## config.mk

```make
export PLATFORM = sky130hd
export DESIGN_NAME = stage_seq_ctrl
export DESIGN_NICKNAME = d
export VERILOG_FILES = /design/src/rtl/stage_seq_ctrl.sv
export SDC_FILE = /design/constraint.sdc
export NUM_CORES = 1
export LEC_CHECK = 0
export BUFFER_PORTS_ARGS = -buffer_cell sky130_fd_sc_hd__clkbuf_2
export CORE_ASPECT_RATIO = 0.75
export CORE_MARGIN = 2
export CORE_UTILIZATION = 45
export CTS_BUF_LIST = sky130_fd_sc_hd__clkbuf_16
export DETAILED_ROUTE_END_ITERATION = 8
export PLACE_DENSITY = 0.7
export SYNTH_ARGS = -nofsm -noshare
export SYNTH_HDL_FRONTEND = slang
export SYNTH_SLANG_ARGS = --single-unit
```

## constraint.sdc

```tcl
create_clock -name clk -period 4.3 [get_ports clk]
set_clock_uncertainty 0.1 [all_clocks]
set_input_delay 0 -clock clk [delete_from_list [all_inputs] [get_ports clk]]
set_output_delay 0 -clock clk [all_outputs]
set_load 0.02 [all_outputs]
```

## src/rtl/stage_seq_ctrl.sv

```systemverilog
// stage_seq_ctrl: multi-cycle IF/ID/EX/[MEM]/WB sequencer for the rvseed core; owns the architectural PC.
// Latency: one cycle per stage with zero-latency units (4 cycles/instr, 5 with MEM); every output is registered.
// Backpressure: each stage waits for its own done pulse; define STAGE_SEQ_WDT_EN to add a watchdog
// that aborts a stalled stage to IDLE and latches wdt_err.
module stage_seq_ctrl #(
  parameter int unsigned          CPU_WIDTH = 32,
  parameter logic [CPU_WIDTH-1:0] RST_PC    = '0,
  parameter int unsigned          WDT_W     = 8
) (
  input  logic                 clk,
  input  logic                 rst_n,
  input  logic                 enable,
  output logic                 ifu_start_en,
  input  logic                 ifu_done_en,
  output logic                 idu_start_en,
  input  logic                 idu_done_en,
  output logic                 exu_start_en,
  input  logic                 exu_done_en,
  input  logic                 exu_redirect,
  input  logic [CPU_WIDTH-1:0] exu_redirect_pc,
  input  logic                 exu_mem_need,
  output logic                 meu_start_en,
  input  logic                 meu_done_en,
  output logic                 wbu_start_en,
  input  logic                 wbu_done_en,
  output logic [CPU_WIDTH-1:0] cur_pc,
  output logic                 pc_upd_en,
  output logic                 busy,
  output logic [2:0]           state,
  output logic [31:0]          inst_cnt,
  output logic                 wdt_err
);

  typedef enum logic [2:0] {
    S_IDLE = 3'd0,
    S_IF   = 3'd1,
    S_ID   = 3'd2,
    S_EX   = 3'd3,
    S_MEM  = 3'd4,
    S_WB   = 3'd5
  } state_e;

  localparam logic [CPU_WIDTH-1:0] PC_STEP = CPU_WIDTH'(4);

  state_e                 state_q;
  logic                   redir_q;      // taken branch/jump captured at EX done
  logic [CPU_WIDTH-1:0]   redir_pc_q;   // its target
  logic                   mem_need_q;   // instruction routed through MEM
  logic                   stage_done;   // done of the stage we are currently in
  logic [CPU_WIDTH-1:0]   next_pc;
  logic                   wdt_trip;     // watchdog fires this cycle
  logic                   wdt_hold;     // sticky watchdog error blocks restart

  assign state = state_q;

  // Pick the done that belongs to the current stage; all other dones are ignored.
  always_comb begin
    stage_done = 1'b0;
    case (state_q)
      S_IF:    stage_done = ifu_done_en;
      S_ID:    stage_done = idu_done_en;
      S_EX:    stage_done = exu_done_en;
      S_MEM:   stage_done = meu_done_en && mem_need_q;
      S_WB:    stage_done = wbu_done_en;
      default: stage_done = 1'b0;
    endcase
  end

  // Architectural next PC: redirect target if EX reported a taken branch, else sequential.
  always_comb begin
    next_pc = cur_pc + PC_STEP;
    if (redir_q) begin
      next_pc = redir_pc_q;
    end
  end

`ifdef STAGE_SEQ_WDT_EN
  localparam logic [WDT_W-1:0] WDT_LAST = {{(WDT_W-1){1'b1}}, 1'b0};

  logic [WDT_W-1:0] wdt_cnt;
  logic             wdt_err_q;

  // Trip on the cycle the stall counter would reach its all-ones value.
  assign wdt_trip = (state_q != S_IDLE) && !stage_done && (wdt_cnt == WDT_LAST);
  assign wdt_hold = wdt_err_q;
  assign wdt_err  = wdt_err_q;

  // Stall counter: cleared in IDLE and on every stage exit, counts cycles without a done.
  always_ff @(posedge clk or negedge rst_n) begin
    if (!rst_n) begin
      wdt_cnt <= '0;
    end else if ((state_q == S_IDLE) || stage_done) begin
      wdt_cnt <= '0;
    end else begin
      wdt_cnt <= wdt_cnt + 1'b1;
    end
  end

  // Watchdog error is sticky until reset.
  always_ff @(posedge clk or negedge rst_n) begin
    if (!rst_n) begin
      wdt_err_q <= 1'b0;
    end else if (wdt_trip) begin
      wdt_err_q <= 1'b1;
    end
  end
`else
  assign wdt_trip = 1'b0;
  assign wdt_hold = 1'b0;
  assign wdt_err  = 1'b0;
`endif

  // Sequencer FSM: registered start pulses on stage entry, PC/counter update on retire.
  always_ff @(posedge clk or negedge rst_n) begin
    if (!rst_n) begin
      state_q      <= S_IDLE;
      ifu_start_en <= 1'b0;
      idu_start_en <= 1'b0;
      exu_start_en <= 1'b0;
      meu_start_en <= 1'b0;
      wbu_start_en <= 1'b0;
      pc_upd_en    <= 1'b0;
      busy         <= 1'b0;
      cur_pc       <= RST_PC;
      inst_cnt     <= '0;
      redir_q      <= 1'b0;
      redir_pc_q   <= '0;
      mem_need_q   <= 1'b0;
    end else begin
      // Pulses are one cycle wide unless re-armed by a transition below.
      ifu_start_en <= 1'b0;
      idu_start_en <= 1'b0;
      exu_start_en <= 1'b0;
      meu_start_en <= 1'b0;
      wbu_start_en <= 1'b0;
      pc_upd_en    <= 1'b0;

      if (wdt_trip) begin
        // Abort the stalled instruction without touching PC or retire count.
        state_q    <= S_IDLE;
        busy       <= 1'b0;
        redir_q    <= 1'b0;
        mem_need_q <= 1'b0;
      end else begin
        case (state_q)
          S_IDLE: begin
            if (enable && !wdt_hold) begin
              state_q      <= S_IF;
              ifu_start_en <= 1'b1;
              busy         <= 1'b1;
            end
          end

          S_IF: begin
            if (stage_done) begin
              state_q      <= S_ID;
              idu_start_en <= 1'b1;
            end
          end

          S_ID: begin
            if (stage_done) begin
              state_q      <= S_EX;
              exu_start_en <= 1'b1;
            end
          end

          S_EX: begin
            if (stage_done) begin
              redir_q    <= exu_redirect;
              redir_pc_q <= exu_redirect_pc;
              mem_need_q <= exu_mem_need;
              if (exu_mem_need) begin
                state_q      <= S_MEM;
                meu_start_en <= 1'b1;
              end else begin
                state_q      <= S_WB;
                wbu_start_en <= 1'b1;
              end
            end
          end

          S_MEM: begin
            if (stage_done) begin
              state_q      <= S_WB;
              wbu_start_en <= 1'b1;
            end
          end

          S_WB: begin
            if (stage_done) begin
              // Retire: the new PC and its update strobe appear together.
              cur_pc     <= next_pc;
              pc_upd_en  <= 1'b1;
              inst_cnt   <= inst_cnt + 32'd1;
              redir_q    <= 1'b0;
              mem_need_q <= 1'b0;
              // enable is only consulted at instruction boundaries.
              if (enable) begin
                state_q      <= S_IF;
                ifu_start_en <= 1'b1;
              end else begin
                state_q <= S_IDLE;
                busy    <= 1'b0;
              end
            end
          end

          default: begin
            state_q <= S_IDLE;
            busy    <= 1'b0;
          end
        endcase
      end
    end
  end

endmodule
```

* After elaboration in Yosys (flattened, before gate mapping) *
Cells that the tools add are included.

word-level totals
  input port bits = 42
  output and inout bits = 75
  logic and storage cells = 70
  bits in registers = 108

operators by class
  bitwise gates (word level) = 1
  $add $sub $neg = 2
  reductions and logical operators = 9
  mux-type cells = 33
  equal/unequal tests = 12

operators by type and width
  kind                                                                    count
  32-bit by 1-bit adder with 32-bit output (second input constant)        1
  32-bit by 3-bit adder with 32-bit output (second input constant)        1
  32-bit 2-to-1 mux                                                       1
  1-bit 2-to-1 mux                                                        19
  3-bit 2-to-1 mux                                                        6
  3-bit one-hot mux with 6 select lines                                   1
  2-bit != test (second input constant)                                   7
  1-bit one-hot mux with 2 select lines                                   4
  3-bit by 2-bit equality test with 1-bit output (second input constant)  2
  3-bit equality test (second input constant)                             2
  6-bit AND reduction                                                     1
  1-bit one-hot mux with 5 select lines                                   1
  2-bit AND reduction                                                     2
  4-bit AND reduction                                                     1
  4-bit OR reduction                                                      1
  3-bit by 1-bit equality test with 1-bit output (second input constant)  1
  3-bit zero test                                                         1
  1-bit one-hot mux with 3 select lines                                   1
  3-bit AND reduction                                                     1
  2-bit nonzero test                                                      1
  1-bit logical AND                                                       1
  1-bit inverter                                                          1

* Depth between registers and ports, before layout *
Gate-level depths: netlist (run 1).

  word-level depth = 4
  depth in mapped cells = 8
  mapped depth without buffers = 7

* Least setup slack after synthesis (run 1) *
No wires, ideal clock.

  path kind = register to register
  from = register state_q[2] (netlist: state[2])
  to = register cur_pc[26]
  clock period less this slack = 2.181 ns
  path slack = 2.119 ns
  stages on the path, launching flop included = 8
  arrival = 1.953 ns
  cell sequence = dfrtp_1 > ha_1 > inv_1 > or2_1 > clkbuf_1 > nor4_2 > and4_1 > nor3_1

on the way
  longest elaborated chain between the ends = 3
  elaborated cells between the ends (all ways) = 7
  classes of those cells = eq/ne: 5; mux: 1; reduce/logical: 1

RTL lines
  what                                         RTL line  RTL
  from (decl)                                  45        state_e state_q;
  from (signal assigned)                       116       state_q <= S_IDLE;
  from (signal assigned)                       140       state_q <= S_IDLE;
  from (signal assigned)                       148       state_q <= S_IF;
  3-bit equality test (tied with other cells)  59, 145
  1-bit one-hot mux with 5 select lines        59        case (state_q)
  2-bit AND reduction (no source line) (*)     --
  to (signal assigned)                         193       cur_pc <= next_pc;
  to (decl)                                    26        output logic [CPU_WIDTH-1:0] cur_pc,

Every way passes the cells marked *; elsewhere a longest branch is shown, timed or not.
A chain may end at the register's enable or synchronous reset.

* Worst setup path in the final report (run 1) *
  from = register state_q[1] (netlist: state[1])
  to = register cur_pc[31]

The elaborated chain is that of the path after synthesis.

==> results of run 1 <==
==> worst reg2reg max path, delay by kind of cell (launching register included) <==
family                   cells  cell delay (ns)
buffers and inverters        3             0.86
flip-flops                   1             0.65
AND/OR/NAND/NOR              2             0.65
adder cells (fa/ha/maj)      1             0.35
AO/OA/AOI/OAI                2             0.34
==> Yosys cell counts, types with 2 or more instances <==
| cell type | number | share of area, % |
|---|---|---|
| buf_2 | 7 | 0.67 |
| o311ai_0 | 3 | 0.50 |
| a311oi_1 | 2 | 0.34 |
| o22ai_1 | 4 | 0.48 |
| a22oi_1 | 3 | 0.43 |
| nand2b_1 | 7 | 0.84 |
| nand4b_1 | 2 | 0.34 |
| and3_1 | 13 | 1.6 |
| a21oi_1 | 27 | 2.6 |
| nand2_1 | 47 | 3.4 |
| o21ai_0 | 24 | 2.3 |
| ha_1 | 3 | 0.72 |
| o21ai_1 | 4 | 0.38 |
| nand4_2 | 2 | 0.48 |
| or4_1 | 2 | 0.29 |
| clkbuf_1 | 15 | 1.1 |
| or2_1 | 2 | 0.24 |
| mux2i_1 | 5 | 0.96 |
| and4_1 | 6 | 1.0 |
| mux2_2 | 32 | 6.9 |
| o21a_1 | 2 | 0.29 |
| inv_1 | 12 | 0.86 |
| nand3_1 | 24 | 2.3 |
| xor2_1 | 15 | 2.5 |
| a32oi_1 | 2 | 0.34 |
| dfrtp_1 | 108 | 52 |
| a211oi_1 | 5 | 0.72 |
| o211ai_1 | 5 | 0.72 |
| buf_1 | 3 | 0.22 |
| nor4_2 | 3 | 0.72 |
| and2_1 | 3 | 0.36 |
| nor3_1 | 19 | 1.8 |
| nor2_1 | 30 | 2.2 |
| nor4b_1 | 2 | 0.34 |
| xnor2_1 | 16 | 2.7 |
| nor4_1 | 8 | 0.96 |
| o31ai_1 | 3 | 0.43 |
| nand4_1 | 9 | 1.1 |
==> area by class of cell <==
type | count | share of cell area, %
Clock buffer | 9 | 3.46
Multi-Input combinational cell | 356 | 36.1
Timing Repair Buffer | 158 | 15.3
Clock inverter | 3 | 0.173
Sequential cell | 108 | 41.5
Tap cell | 140 | 2.69
Inverter | 14 | 0.808
==> worst paths after layout <==
path / startpoint / end / slack [ns] / cells past startpoint
hold / removal: meu_done_en / state[1] / 0.12 / 5
min in group asynchronous: rst_n / redir_pc_q[5] / 0.16 / 2
setup / recovery: state[1] / cur_pc[31] / 1.29 / 8
setup reg to reg: state[1] / cur_pc[31] / 1.29 / 8
hold reg to reg: redir_pc_q[0] / cur_pc[0] / 0.38 / 2
max in group asynchronous: rst_n / mem_need_q / 2.79 / 3
==> through the flow <==
| step | setup slack (ns) | hold slack, ns | cells | utilization, % |
|---|---|---|---|---|
| 3_5_place_dp | 1.28 | 0.00954 | 739 | 53.1 |
| 6_report | 1.29 | 0.125 | 788 | 58.6 |
| 5_1_grt | 0.912 | 0.220 | 788 | 58.6 |
| 3_3_place_gp | 1.46 | -0.00386 | 739 | 53.1 |
| 2_1_floorplan | 2.12 | -0.396 | 504 | - |
| 4_1_cts | 1.29 | 0.118 | 788 | 58.6 |
==> cells by family after synthesis <==
group                      share of synthesized area, %
DFF                                                51.9
buffers and inverters                              3.12
other                                            0.0720
muxes                                              7.88
and+or+nand+nor                                    19.1
adders and majority gates                         0.720
AOI/OAI and AO/OA                                  12.0
xor gates and xnor gates                           5.21
==> flip-flops by register name, summed over array words and instances (netlist names), 3 cells and up <==
signal,flops
cur_pc,32
inst_cnt,32
redir_pc_q,32
state,3
==> per-layer routing <==
layer / routed length [um] / track usage, %
met1: 6050 / 31.7
met2: 5710 / 31.3
met3: 868 / 6.17
met4: 248 / 6.26
met5: 0 / 0
==> report_power, final <==
part | switching (mW) | leakage, nW | internal [mW]
combinational | 0.588 | 1.61 | 0.452
sequential | 0.266 | 1.39 | 1.28
clock | 0.340 | 0.123 | 0.374
total | 1.19 | 3.12 | 2.11
==> impl_metrics.env, run 1 <==
export IMPL_antenna_cells=0
export IMPL_first_global_vias=4249
export IMPL_grt_max_degree=58
export IMPL_min_period_over_period_pct=69.9
export IMPL_min_period_ns=3.01
export IMPL_crit_buf_inv=3
export IMPL_grt_usage_pct=21.7
export IMPL_final_common_cell="clkbuf_2"
export IMPL_cts_sinks=108
export IMPL_place_gp_congestion=0.849
export IMPL_die_x_um=128
export IMPL_peakVddDrop_v=0.000256
export IMPL_cts_root_buf="clkbuf_16"
export IMPL_synthArstFlopShare_pct=100
export IMPL_hpwlAfterDp_um=8950
export IMPL_path_cells="ha_1 > inv_1 > or2_1 > buf_4 > clkinv_1 > nand2_1 > o22a_1 > o21a_1"
export IMPL_multi_input_area_sq_um=2350
export IMPL_drive_gt1_share_pct=26.9
export IMPL_clk_pin_slew_ns=0.07
export IMPL_yosysWarnings=0
export IMPL_ys_seq_elements=108
export IMPL_drt_iter0_markers=279
export IMPL_grt_first_pass_wirelength_um=21600
export IMPL_die_h_um=97.2
export IMPL_final_cell_mix="114 x clkbuf_2, 108 x dfrtp_1, 47 x nand2_1"
export IMPL_crit_fanout=29
export IMPL_yosys_cell_types_count=63
export IMPL_critPathLaunchType="register"
export IMPL_setup_tns_ns=0
export IMPL_synth_edf_count=0
export IMPL_cts_setup_buffers=0
export IMPL_ys_seq_area_share_pct=51.9
export IMPL_cts_buffer_depth=2
export IMPL_finalInstanceArea_sq_um=6510
export IMPL_cts_hold_buffers=37
export IMPL_num_fill_cells=958
export IMPL_syn_to_final_growth_pct=24.8
export IMPL_drc_errors=0
export IMPL_cts_repair_resized=0
export IMPL_worstPathArrival_ns=3.19
export IMPL_nets=692
export IMPL_dr_total_vias=4434
export IMPL_p_per_area_nw_per_um2=508
export IMPL_syn_avg_cell_area_sq_um=10.3
export IMPL_max_cap_violations=0
export IMPL_status="complete, no violations"
export IMPL_fmax_mhz=332
export IMPL_rsz0062_at_grt="no"
export IMPL_h_tree_depth=3
export IMPL_synthFlopType="dfrtp_1"
export IMPL_total_power_mw=3.30
export IMPL_cpLargestDelayFamily="buffers and inverters"
export IMPL_cp_required_ns=4.49
export IMPL_hold_path_class="in -> reg"
export IMPL_core_area_sq_um=11100
export IMPL_numPortBuffers=115
export IMPL_setup_viol=0
export IMPL_final_seq_area_sq_um=2700
export IMPL_crit_type="reg -> reg"
export IMPL_leakage_nw=3.12
export IMPL_die_area_sq_um=12500
export IMPL_syn_inst=504
export IMPL_post_dp_cell_area_sq_um=5900
export IMPL_crit_path_top_delay_cell="dfrtp_1"
export IMPL_synth_nets=549
export IMPL_cp_end_kind="register"
export IMPL_grt_ovfl_total=0
export IMPL_cts_buffers_inserted=9
export IMPL_vias_per_cell=5.63
export IMPL_worstMarginPinSlew_ns=0.730
export IMPL_wl_per_cell_um=16.3
export IMPL_relSlewSlack_pct=51.3
export IMPL_max_stage_delay_ns=0.65
export IMPL_routed_wl_um=12900
export IMPL_finalHoldViolCount=0
export IMPL_antenna_found_initial=0
export IMPL_drt_pass1_iter_count=6
export IMPL_start_util_pct=46.9
export IMPL_antenna_left=0
export IMPL_io_pins=117
export IMPL_insertion_delay_ns=0.35
export IMPL_cts_tree="yes"
export IMPL_row_count=33
export IMPL_syn_cell_area_sq_um=5210
export IMPL_slew_violations=0
Note: power is estimated with default switching activity, not from simulation.
==> inputs of run 2 (changes only) <==
--- a/config.mk
+++ b/config.mk
@@ -5,13 +5,14 @@
 export SDC_FILE = /design/constraint.sdc
 export NUM_CORES = 1
 export LEC_CHECK = 0
+export ABC_AREA = 1
 export BUFFER_PORTS_ARGS = -buffer_cell sky130_fd_sc_hd__clkbuf_2
 export CORE_ASPECT_RATIO = 0.75
 export CORE_MARGIN = 2
 export CORE_UTILIZATION = 45
 export CTS_BUF_LIST = sky130_fd_sc_hd__clkbuf_16
 export DETAILED_ROUTE_END_ITERATION = 8
-export PLACE_DENSITY = 0.7
+export PLACE_DENSITY = 0.72
 export SYNTH_ARGS = -nofsm -noshare
 export SYNTH_HDL_FRONTEND = slang
 export SYNTH_SLANG_ARGS = --single-unit
==> constraint.sdc (replaced) <==
create_clock -name clk -period 2.7 [get_ports clk]
set_clock_uncertainty 0.1 [all_clocks]
set_input_delay 0 -clock clk [delete_from_list [all_inputs] [get_ports clk]]
set_output_delay 0 -clock clk [all_outputs]
set_load 0.02 [all_outputs]
==> run 2 against run 1 <==
- register-to-register slack got worse by 0.83 ns
- core utilization fell by 1.4 points
- combinational power rose by 150%
- critical path depth rose by 2
- count of clock-buffer cells in the layout did not move
- sequential share of layout area fell by 5.6 points
- non-clock buffer count rose by 4
- global-route usage rose by 2.1 points
- sequential cell count did not move
- clock power rose by 81%
- power rose by 100%
- area after synthesis rose by 18%
==> impl_metrics.env, run 2 <==
export IMPL_cts_buffer_depth=2
export IMPL_yosysTopAreaCell="dfrtp_1"
export IMPL_post_dp_cell_area_sq_um=6860
export IMPL_cts_repair_resized=0
export IMPL_synthTopCellsByCount="353 x nand2_1, 108 x dfrtp_1, 100 x nor2_1, 76 x inv_1, 61 x nand3_1"
export IMPL_drt_pass1_iter_count=7
export IMPL_total_power_mw=6.64
export IMPL_min_period_over_period_pct=83.0
export IMPL_io_pins=117
export IMPL_yosys_cell_types_count=32
export IMPL_insertion_delay_ns=0.35
export IMPL_cts_setup_buffers=0
export IMPL_critPathLaunchType="register"
export IMPL_worstMarginPinSlew_ns=0.784
export IMPL_final_common_cell="nand2_1"
export IMPL_ys_seq_elements=108
export IMPL_wl_per_cell_um=14.1
export IMPL_numPortBuffers=115
export IMPL_drc_errors=0
export IMPL_syn_cell_area_sq_um=6130
export IMPL_ys_seq_area_share_pct=44.1
export IMPL_yosysWarnings=0
export IMPL_reg_top3="cur_pc (32), inst_cnt (32), redir_pc_q (32)"
export IMPL_antenna_found_initial=0
export IMPL_final_cell_mix="353 x nand2_1, 114 x clkbuf_2, 108 x dfrtp_1"
export IMPL_crit_fanout=85
export IMPL_grt_usage_pct=23.7
export IMPL_p_per_area_nw_per_um2=884
export IMPL_clk_pin_slew_ns=0.08
export IMPL_die_h_um=105
export IMPL_place_gp_congestion=0.925
export IMPL_setup_tns_ns=0
export IMPL_syn_avg_cell_area_sq_um=6.94
export IMPL_dp_cells=1152
export IMPL_rsz0062_at_grt="no"
export IMPL_cts_sinks=108
export IMPL_status="complete, no violations"
export IMPL_hpwlAfterDp_um=12200
export IMPL_vias_per_cell=5.02
export IMPL_drive_gt1_share_pct=14.4
export IMPL_routed_wl_um=17000
export IMPL_place_ws_ns=0.491
export IMPL_antenna_cells=0
export IMPL_worstPathArrival_ns=2.39
export IMPL_die_area_sq_um=14600
export IMPL_grt_first_pass_wirelength_um=28100
export IMPL_first_global_vias=5463
export IMPL_synth_most_common_cell="nand2_1"
export IMPL_slew_violations=0
export IMPL_worst_slack_ns=0.459
export IMPL_synth_nets=928
export IMPL_finalHoldViolCount=0
export IMPL_cts_buffers_inserted=9
export IMPL_max_cap_violations=0
export IMPL_synthFlopType="dfrtp_1"
export IMPL_finalInstanceArea_sq_um=7520
export IMPL_synthArstFlopShare_pct=100
export IMPL_h_tree_depth=3
export IMPL_core_area_sq_um=13200
export IMPL_cp_required_ns=2.84
export IMPL_cp_end_kind="register"
export IMPL_cts_root_buf="clkbuf_16"
export IMPL_grt_max_degree=86
export IMPL_final_cells=1205
export IMPL_grt_ovfl_total=0
export IMPL_synth_top_cells_by_area="dfrtp_1 44%, nand2_1 22%, nor2_1 6.1%"
export IMPL_nets=1074
export IMPL_fin_util_pct=57.2
export IMPL_setup_viol=0
export IMPL_cts_tree="yes"
export IMPL_fmax_mhz=446
export IMPL_syn_inst=883
export IMPL_start_util_pct=46.6
export IMPL_die_x_um=139
export IMPL_min_period_ns=2.24
export IMPL_holdWs_ns=0.166
export IMPL_dr_total_vias=6053
export IMPL_synth_edf_count=0
export IMPL_synth_top_area_share_pct=44.1
export IMPL_crit_type="reg -> reg"
export IMPL_leakage_nw=3.68
export IMPL_antenna_left=0
export IMPL_relSlewSlack_pct=47.7
export IMPL_hold_path_class="in -> async"
export IMPL_peakVddDrop_v=0.000444
export IMPL_row_count=36
export IMPL_syn_to_final_growth_pct=22.7
export IMPL_drt_iter0_markers=502
==> run 2: cell types whose count changed after synthesis, moves of 32 or more <==
cell     delta
nand3_1    +37
inv_1      +64
mux2_2     -32
o21ai_0    +34
nor2_1     +70
nand2_1   +306
==> run 2: per-layer routing <==
metal  global-route usage [%]  routed length (um)
met1                     37.9                8910
met2                     33.4                6950
met4                     3.90                  93
met5                        0                   0
met3                     4.90                1070
==> run 2: cells by family (layout without fill, tap and decap cells) <==
kind of cell	count (synthesis)	after routing	synth area share (%)
buffers and inverters	105	256	7.09
XOR/XNOR	24	24	3.43
AO/OA/AOI/OAI	97	97	8.39
flip-flops	108	108	44.1
other	1	1	0.0612
AND/OR/NAND/NOR	545	545	36.3
adder cells (fa/ha/maj)	3	3	0.613
==> run 2: what timing repair did <==
item | 4_1_cts | 5_1_grt
endpoints found under the setup margin | 0 | 0
hold endpoints to repair | 96 | 0
hold buffers | 37 | 0
==> run 2: area by class of cell <==
class,instances,area [sq um]
Clock inverter,7,58.8
Inverter,78,293
Multi-Input combinational cell,670,2990
Timing Repair Buffer,162,1040
Clock buffer,9,225
Sequential cell,108,2700
Tap cell,171,214
Fill cell,1282,5630
==> run 2: final timing paths <==
check,start,end,slack (ns),cells after the start
worst max-delay path,state[1],cur_pc[1],0.46,10
worst min-delay path,rst_n,redir_pc_q[28],0.17,2
worst max register to register,state[1],cur_pc[1],0.46,10
worst min register to register,redir_pc_q[1],cur_pc[1],0.38,2
max in group asynchronous,rst_n,ifu_start_en,1.53,3
min in group clk,idu_done_en,wbu_start_en,0.17,5
==> run 2: where the power goes <==
| group | internal, mW | total (mW) | switching, mW |
|---|---|---|---|
| registers | 2.18 | 2.76 | 0.585 |
| clock network | 0.642 | 1.29 | 0.648 |
| logic | 0.887 | 2.59 | 1.71 |
==> run 2: critical path, cell delays in order (launching register included) <==
cell and delay, ns:
dfrtp_1 0.49, ha_1 0.33, inv_1 0.03, nand2_1 0.08, inv_1 0.04, o21bai_4 0.27
nor2_4 0.15, buf_12 0.32, nand2_1 0.13, nand2_1 0.10, nand2_1 0.06
